===== src/rtl/run_enc_ctrl_pkg.sv =====
// Shared types and constants for the CAVLC run_before sequencer.
// State codes, encoder cycle codes and field widths.
package run_enc_ctrl_pkg;

    localparam int RB_W        = 4;
    localparam int CODE_W      = 14;
    localparam int LEN_W       = 4;
    localparam int ENTRY_W     = CODE_W + LEN_W;
    localparam int BLK_ENTRIES = 8;

    typedef enum logic [1:0] {
        ST_IDLE = 2'd0,
        ST_ENC  = 2'd1,
        ST_DONE = 2'd2
    } state_t;

    localparam logic [3:0] ENC_IDLE  = 4'd0;
    localparam logic [3:0] ENC_FIRST = 4'd1;
    localparam logic [3:0] ENC_LAST  = 4'd8;

    // Encode cycles for a block: ceil((tc-1)/2) == tc/2 for tc >= 1.
    function automatic logic [3:0] enc_cycles(
        input logic [4:0] tc,
        input logic [3:0] tz
    );
        if (tc >= 5'd2 && tz != 4'd0)
            return tc[4:1];
        return ENC_IDLE;
    endfunction

endpackage


===== src/rtl/run_enc_ctrl_fifo.sv =====
// Synchronous FIFO holding {code, length} entries.
// Exposes occupancy so the sequencer can admit whole blocks.
module run_code_fifo #(
    parameter int WIDTH = 18,
    parameter int DEPTH = 8,
    localparam int AW   = $clog2(DEPTH),
    localparam int CW   = AW + 1
) (
    input  logic             clk,
    input  logic             rst_n,
    input  logic             push,
    input  logic [WIDTH-1:0] din,
    input  logic             pop,
    output logic [WIDTH-1:0] dout,
    output logic             empty,
    output logic [CW-1:0]    count
);

    logic [WIDTH-1:0] mem [DEPTH];
    logic [AW-1:0]    wr_ptr;
    logic [AW-1:0]    rd_ptr;
    logic             do_push;
    logic             do_pop;

    assign do_pop  = pop && (count != '0);
    assign do_push = push && ((count != CW'(DEPTH)) || do_pop);
    assign empty   = (count == '0);
    assign dout    = mem[rd_ptr];

    // Pointer and occupancy bookkeeping.
    always_ff @(posedge clk or negedge rst_n) begin
        if (!rst_n) begin
            wr_ptr <= '0;
            rd_ptr <= '0;
            count  <= '0;
        end else begin
            if (do_push)
                wr_ptr <= wr_ptr + AW'(1);
            if (do_pop)
                rd_ptr <= rd_ptr + AW'(1);
            count <= count + CW'(do_push) - CW'(do_pop);
        end
    end

    // Entry storage; contents are don't-care until written.
    always_ff @(posedge clk) begin
        if (do_push)
            mem[wr_ptr] <= din;
    end

endmodule


===== src/rtl/run_enc_ctrl.sv =====
// Sequencer driving a two-codes-per-cycle run_before encoder.
// Optional RUN_ENC_CTRL_BITCNT_EN adds the blk_bits length sum.
module run_enc_ctrl
    import run_enc_ctrl_pkg::*;
#(
    parameter int FIFO_DEPTH = 8
) (
    input  logic                clk,
    input  logic                rst_n,
    input  logic                start,
    output logic                start_ready,
    input  logic [4:0]          totalcoeff_i,
    input  logic [3:0]          totalzeros_i,
    input  logic [63:0]         runbefore_i,
    output logic                enc_en,
    output logic [3:0]          enc_state,
    output logic [3:0]          enc_totalzeros,
    output logic [4:0]          enc_totalcoeff,
    output logic [RB_W-1:0]     runbefore0,
    output logic [RB_W-1:0]     runbefore1,
    input  logic [CODE_W-1:0]   run_code,
    input  logic [LEN_W-1:0]    run_len,
    output logic                code_valid,
    output logic [CODE_W-1:0]   code_data,
    output logic [LEN_W-1:0]    code_len,
    input  logic                code_ready,
`ifdef RUN_ENC_CTRL_BITCNT_EN
    output logic [7:0]          blk_bits,
`endif
    output logic                done
);

    localparam int CW = $clog2(FIFO_DEPTH) + 1;

    state_t             state_q, state_d;
    logic [3:0]         k_q, k_d;
    logic [3:0]         zl_q, zl_d;
    logic [3:0]         n_q;
    logic [4:0]         tc_q;
    logic [3:0]         tz_q;
    logic [63:0]        rb_q;
    logic [2:0]         kidx;
    logic [RB_W-1:0]    rb0, rb1;
    logic [4:0]         rb_sum;
    logic [3:0]         zl_next;
    logic               accept;
    logic               push;
    logic [CW-1:0]      fifo_count;
    logic               fifo_empty;
    logic [ENTRY_W-1:0] head;

    // A block is admitted only when all its codes are sure to fit.
    assign start_ready = (state_q == ST_IDLE) &&
        (fifo_count <= CW'(FIFO_DEPTH - BLK_ENTRIES));
    assign accept = start && start_ready;

    assign kidx   = 3'(k_q - 4'd1);
    assign rb0    = rb_q[{kidx, 3'b000} +: RB_W];
    assign rb1    = rb_q[{kidx, 3'b100} +: RB_W];
    assign rb_sum = {1'b0, rb0} + {1'b0, rb1};
    assign zl_next = ({1'b0, zl_q} > rb_sum) ?
        4'({1'b0, zl_q} - rb_sum) : 4'd0;

    assign enc_totalzeros = tz_q;
    assign enc_totalcoeff = tc_q;
    assign push = enc_en && (run_len != '0);

    // FSM state, cycle index and zeros-left mirror.
    always_ff @(posedge clk or negedge rst_n) begin
        if (!rst_n) begin
            state_q <= ST_IDLE;
            k_q     <= ENC_IDLE;
            zl_q    <= '0;
        end else begin
            state_q <= state_d;
            k_q     <= k_d;
            zl_q    <= zl_d;
        end
    end

    // Block parameters captured at accept only.
    always_ff @(posedge clk or negedge rst_n) begin
        if (!rst_n) begin
            tc_q <= '0;
            tz_q <= '0;
            rb_q <= '0;
            n_q  <= '0;
        end else if (accept) begin
            tc_q <= totalcoeff_i;
            tz_q <= totalzeros_i;
            rb_q <= runbefore_i;
            n_q  <= enc_cycles(totalcoeff_i, totalzeros_i);
        end
    end

    // Next state and encoder-facing outputs.
    always_comb begin
        state_d    = state_q;
        k_d        = k_q;
        zl_d       = zl_q;
        enc_en     = 1'b0;
        enc_state  = ENC_IDLE;
        runbefore0 = '0;
        runbefore1 = '0;
        done       = 1'b0;
        unique case (state_q)
            ST_IDLE: begin
                if (accept) begin
                    k_d  = ENC_FIRST;
                    zl_d = totalzeros_i;
                    if (enc_cycles(totalcoeff_i, totalzeros_i) == ENC_IDLE)
                        state_d = ST_DONE;
                    else
                        state_d = ST_ENC;
                end
            end
            ST_ENC: begin
                enc_en     = 1'b1;
                enc_state  = k_q;
                runbefore0 = rb0;
                runbefore1 = rb1;
                zl_d       = zl_next;
                if (k_q == n_q || k_q == ENC_LAST || zl_next == '0)
                    state_d = ST_DONE;
                else
                    k_d = k_q + 4'd1;
            end
            ST_DONE: begin
                done    = 1'b1;
                k_d     = ENC_IDLE;
                state_d = ST_IDLE;
            end
            default: state_d = ST_IDLE;
        endcase
    end

`ifdef RUN_ENC_CTRL_BITCNT_EN
    logic [7:0] bits_q;

    // Running sum of pushed code lengths for the current block.
    always_ff @(posedge clk or negedge rst_n) begin
        if (!rst_n)
            bits_q <= '0;
        else if (accept)
            bits_q <= '0;
        else if (push)
            bits_q <= bits_q + 8'(run_len);
    end

    assign blk_bits = bits_q;
`endif

    run_code_fifo #(
        .WIDTH(ENTRY_W),
        .DEPTH(FIFO_DEPTH)
    ) u_fifo (
        .clk  (clk),
        .rst_n(rst_n),
        .push (push),
        .din  ({run_code, run_len}),
        .pop  (code_ready),
        .dout (head),
        .empty(fifo_empty),
        .count(fifo_count)
    );

    assign code_valid = !fifo_empty;
    assign code_data  = head[ENTRY_W-1:LEN_W];
    assign code_len   = head[LEN_W-1:0];

endmodule

===== config.mk =====
export PLATFORM = sky130hd
export DESIGN_NAME = run_enc_ctrl
export DESIGN_NICKNAME = d
export VERILOG_FILES = /design/src/rtl/run_enc_ctrl_pkg.sv /design/src/rtl/run_enc_ctrl_fifo.sv /design/src/rtl/run_enc_ctrl.sv
export SDC_FILE = /design/constraint.sdc
export NUM_CORES = 1
export LEC_CHECK = 0
export BUFFER_PORTS_ARGS = -buffer_cell sky130_fd_sc_hd__buf_2
export CORE_MARGIN = 4
export CORE_UTILIZATION = 50
export DETAILED_ROUTE_END_ITERATION = 6
export GPL_TIMING_DRIVEN = 0
export MAX_ROUTING_LAYER = met4
export PLACE_DENSITY = 0.75
export RECOVER_POWER = 25
export SYNTH_ARGS = -nofsm -noshare
export SYNTH_HDL_FRONTEND = slang
export SYNTH_HIERARCHICAL = 1
export SYNTH_SLANG_ARGS = --single-unit

===== constraint.sdc =====
create_clock -name clk -period 3.7 [get_ports clk]
set_input_delay 0.555 -clock clk [delete_from_list [all_inputs] [get_ports clk]]
set_output_delay 0.555 -clock clk [all_outputs]
set_load 0.01 [all_outputs]

==> flow_metrics.py, run 1 <==
metrics = {
    "cts": {
        "cts_tree": "built",
        "cts.path.max_buffers": 3,
        "clk_pin_slew_ns": 0.06,
        "cts_buffers": 25,
        "cts_max_level": 1,
        "worstSkewPairLatency_ns": 0.53,
        "clock_sinks": 241,
        "cts-root-buf": "clkbuf_16",
    },
    "synthesis": {
        "ys_top_cells_by_count": "nand2_1 (216), edfxtp_1 (144), dfrtp_1 (97)",
        "netlist_area_um2": 10690,
        "yosys-top-cells-area": "edfxtp_1 (40%), dfrtp_1 (23%), mux4_1 (7.6%), nand2_1 (7.6%), mux4_2 (4.4%)",
        "syn-num-nets": 850,
        "synthCells": 732,
        "yosysWarnings": 6,
        "yosysTopAreaCellShare": 0.4044,
        "syn_avg_cell_area_um2": 14.61,
        "yosysMostFrequentCell": "nand2_1",
        "synth_seq_area_share": 0.6313,
        "synth_cell_types": 64,
        "synth-edff-count": 144,
        "synth-seq-cells": 241,
        "async_flop_share": 0.4025,
        "ys.flop_type": "edfxtp_1",
        "synth_top_area_cell": "edfxtp_1",
    },
    "power": {
        "power.internal_mw": 7.858,
        "power_frac_clock": 0.205,
        "sw_frac_of_total": 0.3516,
        "ir_worst_vdd_uv": 863.6,
        "p_leak_nw": 5.567,
        "netSwitchingPower_mw": 4.262,
        "combPwrFrac": 0.497,
        "pwr-share-seq": 0.298,
        "p_per_area_nw_per_um2": 920.1,
    },
    "sta": {
        "maxSlewHeadroom": 0.4387,
        "min_period_ns": 3.856,
        "slew_viol_final": 0,
        "rsz0062_at_grt": "yes",
        "clock_skew_ns": 0.01253,
        "hold_ws_ns": 0.2086,
        "finalHoldViolCount": 0,
        "worst_pin_slew_ns": 0.8374,
        "setup_slack_ns": -0.1563,
        "finalCritPeriodShare": 1.042,
        "fmax_mhz": 259.3,
        "setup_tns_ns": -0.6519,
        "setup_viol": 7,
    },
    "place": {
        "gp_congestion": 0.8660,
        "post-place-cells": 1162,
        "io_buffers": 137,
        "post-place-ws_ns": -0.6066,
        "hpwl_mm": 16.43,
    },
    "floorplanning": {
        "row_count": 53,
        "fp.dieW_um": 154.2,
        "start_util": 0.5087,
        "pin_count": 138,
        "die_area_um2": 23790,
        "dieHeight_um": 154.2,
        "coreArea_um2": 21020,
    },
    "run_status": {
        "status": "finished, violations left",
        "violations": "setup timing",
    },
    "global_routing": {
        "grt_max_degree": 73,
        "grt_pass1_vias": 6835,
        "grt.overflow.total": 0,
        "grt_pass1_wl_mm": 37.74,
        "antenna_found_initial": 0,
        "grtUsageTotal": 0.2078,
    },
    "detailed_routing": {
        "drt_iter0_markers": 458,
        "wl_per_cell_um": 19.79,
        "drt-total-wl_mm": 24.21,
        "vias": 6758,
        "via_per_inst": 5.526,
        "drc": 0,
        "dr.pass1.iters": 5,
        "ant_nets": 0,
    },
    "cells_and_area": {
        "utilization": 0.6266,
        "area_growth_pct": 23.18,
        "fin_nets": 1048,
        "drive_above_1_share": 0.3259,
        "instances_no_fill": 1223,
        "num_antenna_cells": 0,
    },
    "critical_path": {
        "worstSetupPathType": "register to register",
        "crit_path_end_kind": "register",
        "cp.required_ns": 4.16,
        "arrival_ns": 4.32,
        "startpoint_type": "register",
        "crit_fanout": 5,
    },
    "run": {
        "maxCapViolations": 0,
    },
    "hold_path": {
        "worst_hold_path_type": "input port to register",
    },
}
## cell usage in the layout, fill, tap and decap left out, types with 11 or more instances in the layout
cell type,n
nand2_1,216
edfxtp_1,144
buf_2,137
dfrtp_1,97
mux2_2,31
mux4_1,31
clkbuf_1,29
clkbuf_16,25
mux4_2,21
buf_4,18
buf_6,17
ha_1,14
inv_1,12
and2_1,11
## registers in the layout, indices dropped and copies added (netlist names)
signal and count:
n_q 4, state_q 2, enc_totalcoeff 5, rb_q 64, u_fifo/wr_ptr 3, enc_totalzeros 4, zl_q 4, u_fifo/mem 144
k_q 4, u_fifo/count 4, u_fifo/rd_ptr 3
## routing by layer
| layer | vias up | part of all wire | wire [um] | global-route usage |
|---|---|---|---|---|
| met5 | - | 0 | 0 | - |
| met4 | 0 | 0.017 | 422 | 0.04752 |
| met3 | 36 | 0.065 | 1576 | 0.02798 |
| met2 | 234 | 0.50 | 12220 | 0.3411 |
| met1 | 3393 | 0.41 | 9992 | 0.2815 |
| li1 | 3095 | - | - | - |
## worst paths after layout
| kind | slack (ns) | cells after the start | start | to |
|---|---|---|---|---|
| min in group asynchronous | 0.48 | 2 | rst_n | enc_totalzeros[0]$_DFFE_PN0P_ |
| hold reg to reg | 0.47 | 2 | rb_q[12]$_DFFE_PN0P_ | rb_q[12]$_DFFE_PN0P_ |
| setup reg to reg | -0.16 | 16 | k_q[0]$_DFFE_PN0P_ | k_q[2]$_DFFE_PN0P_ |
| setup / recovery | -0.16 | 16 | k_q[0]$_DFFE_PN0P_ | k_q[2]$_DFFE_PN0P_ |
| hold / removal | 0.21 | 3 | runbefore_i[39] | rb_q[39]$_DFFE_PN0P_ |
| max in group asynchronous | 2.55 | 3 | rst_n | rb_q[28]$_DFFE_PN0P_ |
## cell type report
cell class              instances  area [um^2]
fillers                      1557         7849
well taps                     275        344.1
plain buffers                  33        236.5
inverters                      15        63.81
multi-input cells             441         3905
flip-flops and latches        241         6751
clock inverters                13        158.9
clock buffers                  32        651.9
repair buffers                173         1061
## power by group through the flow
| stage | combinational (mW) | clock [mW] | sequential (mW) |
|---|---|---|---|
| after floorplan | 3.62 | 0 | 3.59 |
| after global placement | 4.70 | 0 | 3.63 |
| after detailed placement | 4.83 | 0 | 3.66 |
| after CTS | 5.58 | 2.52 | 3.61 |
| after global routing | 6.50 | 2.65 | 3.66 |
| final | 6.03 | 2.48 | 3.62 |
## timing repair
action                     4_1_cts  5_1_grt
pin swaps                       18        8
setup endpoints to repair       10       10
hold endpoints to repair        25        0
resized for setup               17       11
buffers inserted                14        2
hold buffers                     1        0
cloned                           1        0
## worst max-delay path: stages (launching register included)
cell and delay, ns:
dfrtp_1 0.39, buf_12 0.13, inv_8 0.03, ha_4 0.30
buf_12 0.12, mux4_2 0.32, mux2_4 0.32, ha_4 0.17
fa_2 0.39, xnor2_4 0.20, ha_4 0.24, a41o_1 0.26
a21oi_4 0.18, o2111ai_4 0.18, buf_4 0.19, o31a_1 0.26
a21oi_2 0.11
## cell families (layout without fill, tap and decap cells)
group           count (synthesis)  count (layout)  synth area share
simple gates                  268             268            0.1074
flops                         241             241            0.6313
mux                            89              89            0.1592
buf+inv                        50             266           0.02633
compound gates                 47              47           0.03451
fa+ha+maj                      23              23           0.02902
xor+xnor                       14              14           0.01217
## through the flow
stage | instance area [um^2] | power, mW
floorplan | 10780 | 7.215
global placement | 11810 | 8.325
detailed placement | 12070 | 8.485
CTS | 13130 | 11.71
finish | 13170 | 12.12
global route | 13170 | 12.81
(Power assumes the default switching activity.)
==> run 2: changes to the inputs <==
- PLACE_DENSITY: 0.75 -> 0.73
- clock period: 3.7 -> 4.7 ns (I/O delays scaled with it)
==> run 2 against run 1 <==
Against the previous run: highest routed layer unchanged; largest cell class unchanged; die area unchanged; clock skew down 0.0043 ns; clock power down 21%; worst hold slack worse by 0.028 ns; fmax down 13%; first-iteration DRC count down 20%; utilization down 1.8 points; register-to-register slack better by 0.42 ns; clock-buffer cell count up 1; via count down 0.74%; the run now ends clean; critical path type unchanged.
==> flow_metrics.py, run 2 (synthesized netlist as in run 1, its figures left out) <==
metrics = {
    "detailed_routing": {
        "via_per_inst": 5.558,
        "drt-total-wl_mm": 24.34,
        "wl_per_cell_um": 20.16,
        "dr.pass1.iters": 4,
        "drc": 0,
        "ant_nets": 0,
        "vias": 6708,
        "drt_iter0_markers": 365,
    },
    "sta": {
        "finalCritPeriodShare": 0.9431,
        "fmax_mhz": 225.6,
        "setup_slack_ns": 0.2673,
        "worst_pin_slew_ns": 0.9973,
        "hold_ws_ns": 0.1811,
        "min_period_ns": 4.433,
        "slew_viol_final": 0,
        "rsz0062_at_grt": "no",
        "finalHoldViolCount": 0,
        "setup_viol": 0,
        "setup_tns_ns": 0,
        "maxSlewHeadroom": 0.3315,
        "clock_skew_ns": 0.008213,
    },
    "global_routing": {
        "grt_pass1_vias": 6957,
        "antenna_found_initial": 0,
        "grt_pass1_wl_mm": 38.27,
        "grt_max_degree": 62,
        "grtUsageTotal": 0.2114,
        "grt.overflow.total": 0,
    },
    "cells_and_area": {
        "num_antenna_cells": 0,
        "final_cell_mix": "nand2_1 (216), edfxtp_1 (144), buf_2 (137)",
        "largest_reg_flops": 144,
        "top_register": "u_fifo/mem",
        "final_common_cell": "nand2_1",
        "area_growth_pct": 19.68,
        "drive_above_1_share": 0.3015,
        "fin_nets": 1032,
    },
    "place": {
        "post-place-ws_ns": -0.03984,
        "io_buffers": 137,
        "gp_congestion": 0.8882,
        "hpwl_mm": 16.90,
    },
    "critical_path": {
        "crit_path_end_kind": "register",
        "crit_fanout": 10,
        "cp.required_ns": 5.07,
        "startpoint_type": "register",
        "worstSetupPathType": "register to register",
        "reg2reg_from": "k_q[0]$_DFFE_PN0P_",
        "reg2reg_slack_ns": 0.27,
        "r2r_end": "k_q[3]$_DFFE_PN0P_",
        "arrival_ns": 4.80,
        "r2r.worst_path.cells": 16,
    },
    "power": {
        "p_leak_nw": 5.451,
        "p_per_area_nw_per_um2": 671.3,
        "ir_worst_vdd_uv": 451.5,
    },
    "run": {
        "maxCapViolations": 0,
    },
    "cts": {
        "hold_buffers": 0,
        "cts.path.max_buffers": 3,
        "cts_tree": "built",
        "clock_sinks": 241,
        "cts-root-buf": "clkbuf_16",
        "cts_buffers": 24,
        "clk_pin_slew_ns": 0.06,
        "cts_max_level": 1,
        "worstSkewPairLatency_ns": 0.51,
    },
    "hold_path": {
        "worst_hold_path_type": "input port to async pin",
    },
    "run_status": {
        "status": "finished clean",
    },
    "floorplanning": {
        "pin_count": 138,
        "fp.dieW_um": 154.2,
        "row_count": 53,
        "die_area_um2": 23790,
        "coreArea_um2": 21020,
        "dieHeight_um": 154.2,
        "start_util": 0.5087,
    },
}
## run 2: critical path, stage by stage, from the launching register on
cell and delay, ns:
dfrtp_2 0.40, buf_8 0.18, inv_1 0.12, ha_1 0.33
buf_4 0.20, buf_6 0.19, mux4_2 0.30, mux2_2 0.31
ha_1 0.23, fa_1 0.41, xnor2_1 0.15, ha_1 0.36
nand3b_1 0.14, and3b_1 0.21, o2111a_1 0.34, o31ai_1 0.27
o311ai_1 0.13
## run 2: final cells by class
type	instances	area [um^2]
Buffer	35	237.7
Clock inverter	11	153.9
Tap cell	275	344.1
Fill cell	1605	8223
Timing Repair Buffer	156	859.6
Clock buffer	33	665.6
Multi-Input combinational cell	441	3729
Inverter	15	56.30
Sequential cell	241	6753
## run 2: what timing repair did
action / CTS / global route
resized for setup: 1 / 8
buffers inserted: 0 / 0
setup endpoints to repair: 5 / 9
pin swaps: 0 / 0
## run 2: how the worst max path moves through the flow
stage	cells past startpoint	end	from
floorplan	16	state_q[1]$_DFFE_PN0P_	k_q[0]$_DFFE_PN0P_
global placement	6	u_fifo/mem[4][6]$_DFFE_PP_	state_q[1]$_DFFE_PN0P_
detailed placement	17	state_q[1]$_DFFE_PN0P_	k_q[0]$_DFFE_PN0P_
CTS	17	state_q[1]$_DFFE_PN0P_	k_q[0]$_DFFE_PN0P_
global route	17	k_q[2]$_DFFE_PN0P_	k_q[0]$_DFFE_PN0P_
finish	16	k_q[3]$_DFFE_PN0P_	k_q[0]$_DFFE_PN0P_
## run 2: metrics by stage
step / util / power [mW] / cells / instance area, um^2
2_1_floorplan: - / 5.501 / 732 / 10690
3_3_place_gp: 0.5577 / 6.354 / 1144 / 11720
3_5_place_dp: 0.5691 / 6.473 / 1163 / 11960
4_1_cts: 0.6082 / 8.498 / 1207 / 12790
5_1_grt: 0.6088 / 9.158 / 1207 / 12800
6_report: 0.6088 / 8.592 / 1207 / 12800
## run 2: metal layers
layer | GRT usage | up-vias | wire length [um]
li1 | - | 3059 | -
met1 | 0.2874 | 3353 | 10420
met2 | 0.3455 | 259 | 11890
met3 | 0.02714 | 37 | 1483
met4 | 0.05088 | 0 | 544
met5 | - | - | 0
## run 2: power by group
part           switching [mW]  internal (mW)
sequential              0.219           2.62
clock                   0.765           1.21
combinational            2.03           1.75
total                    3.01           5.58
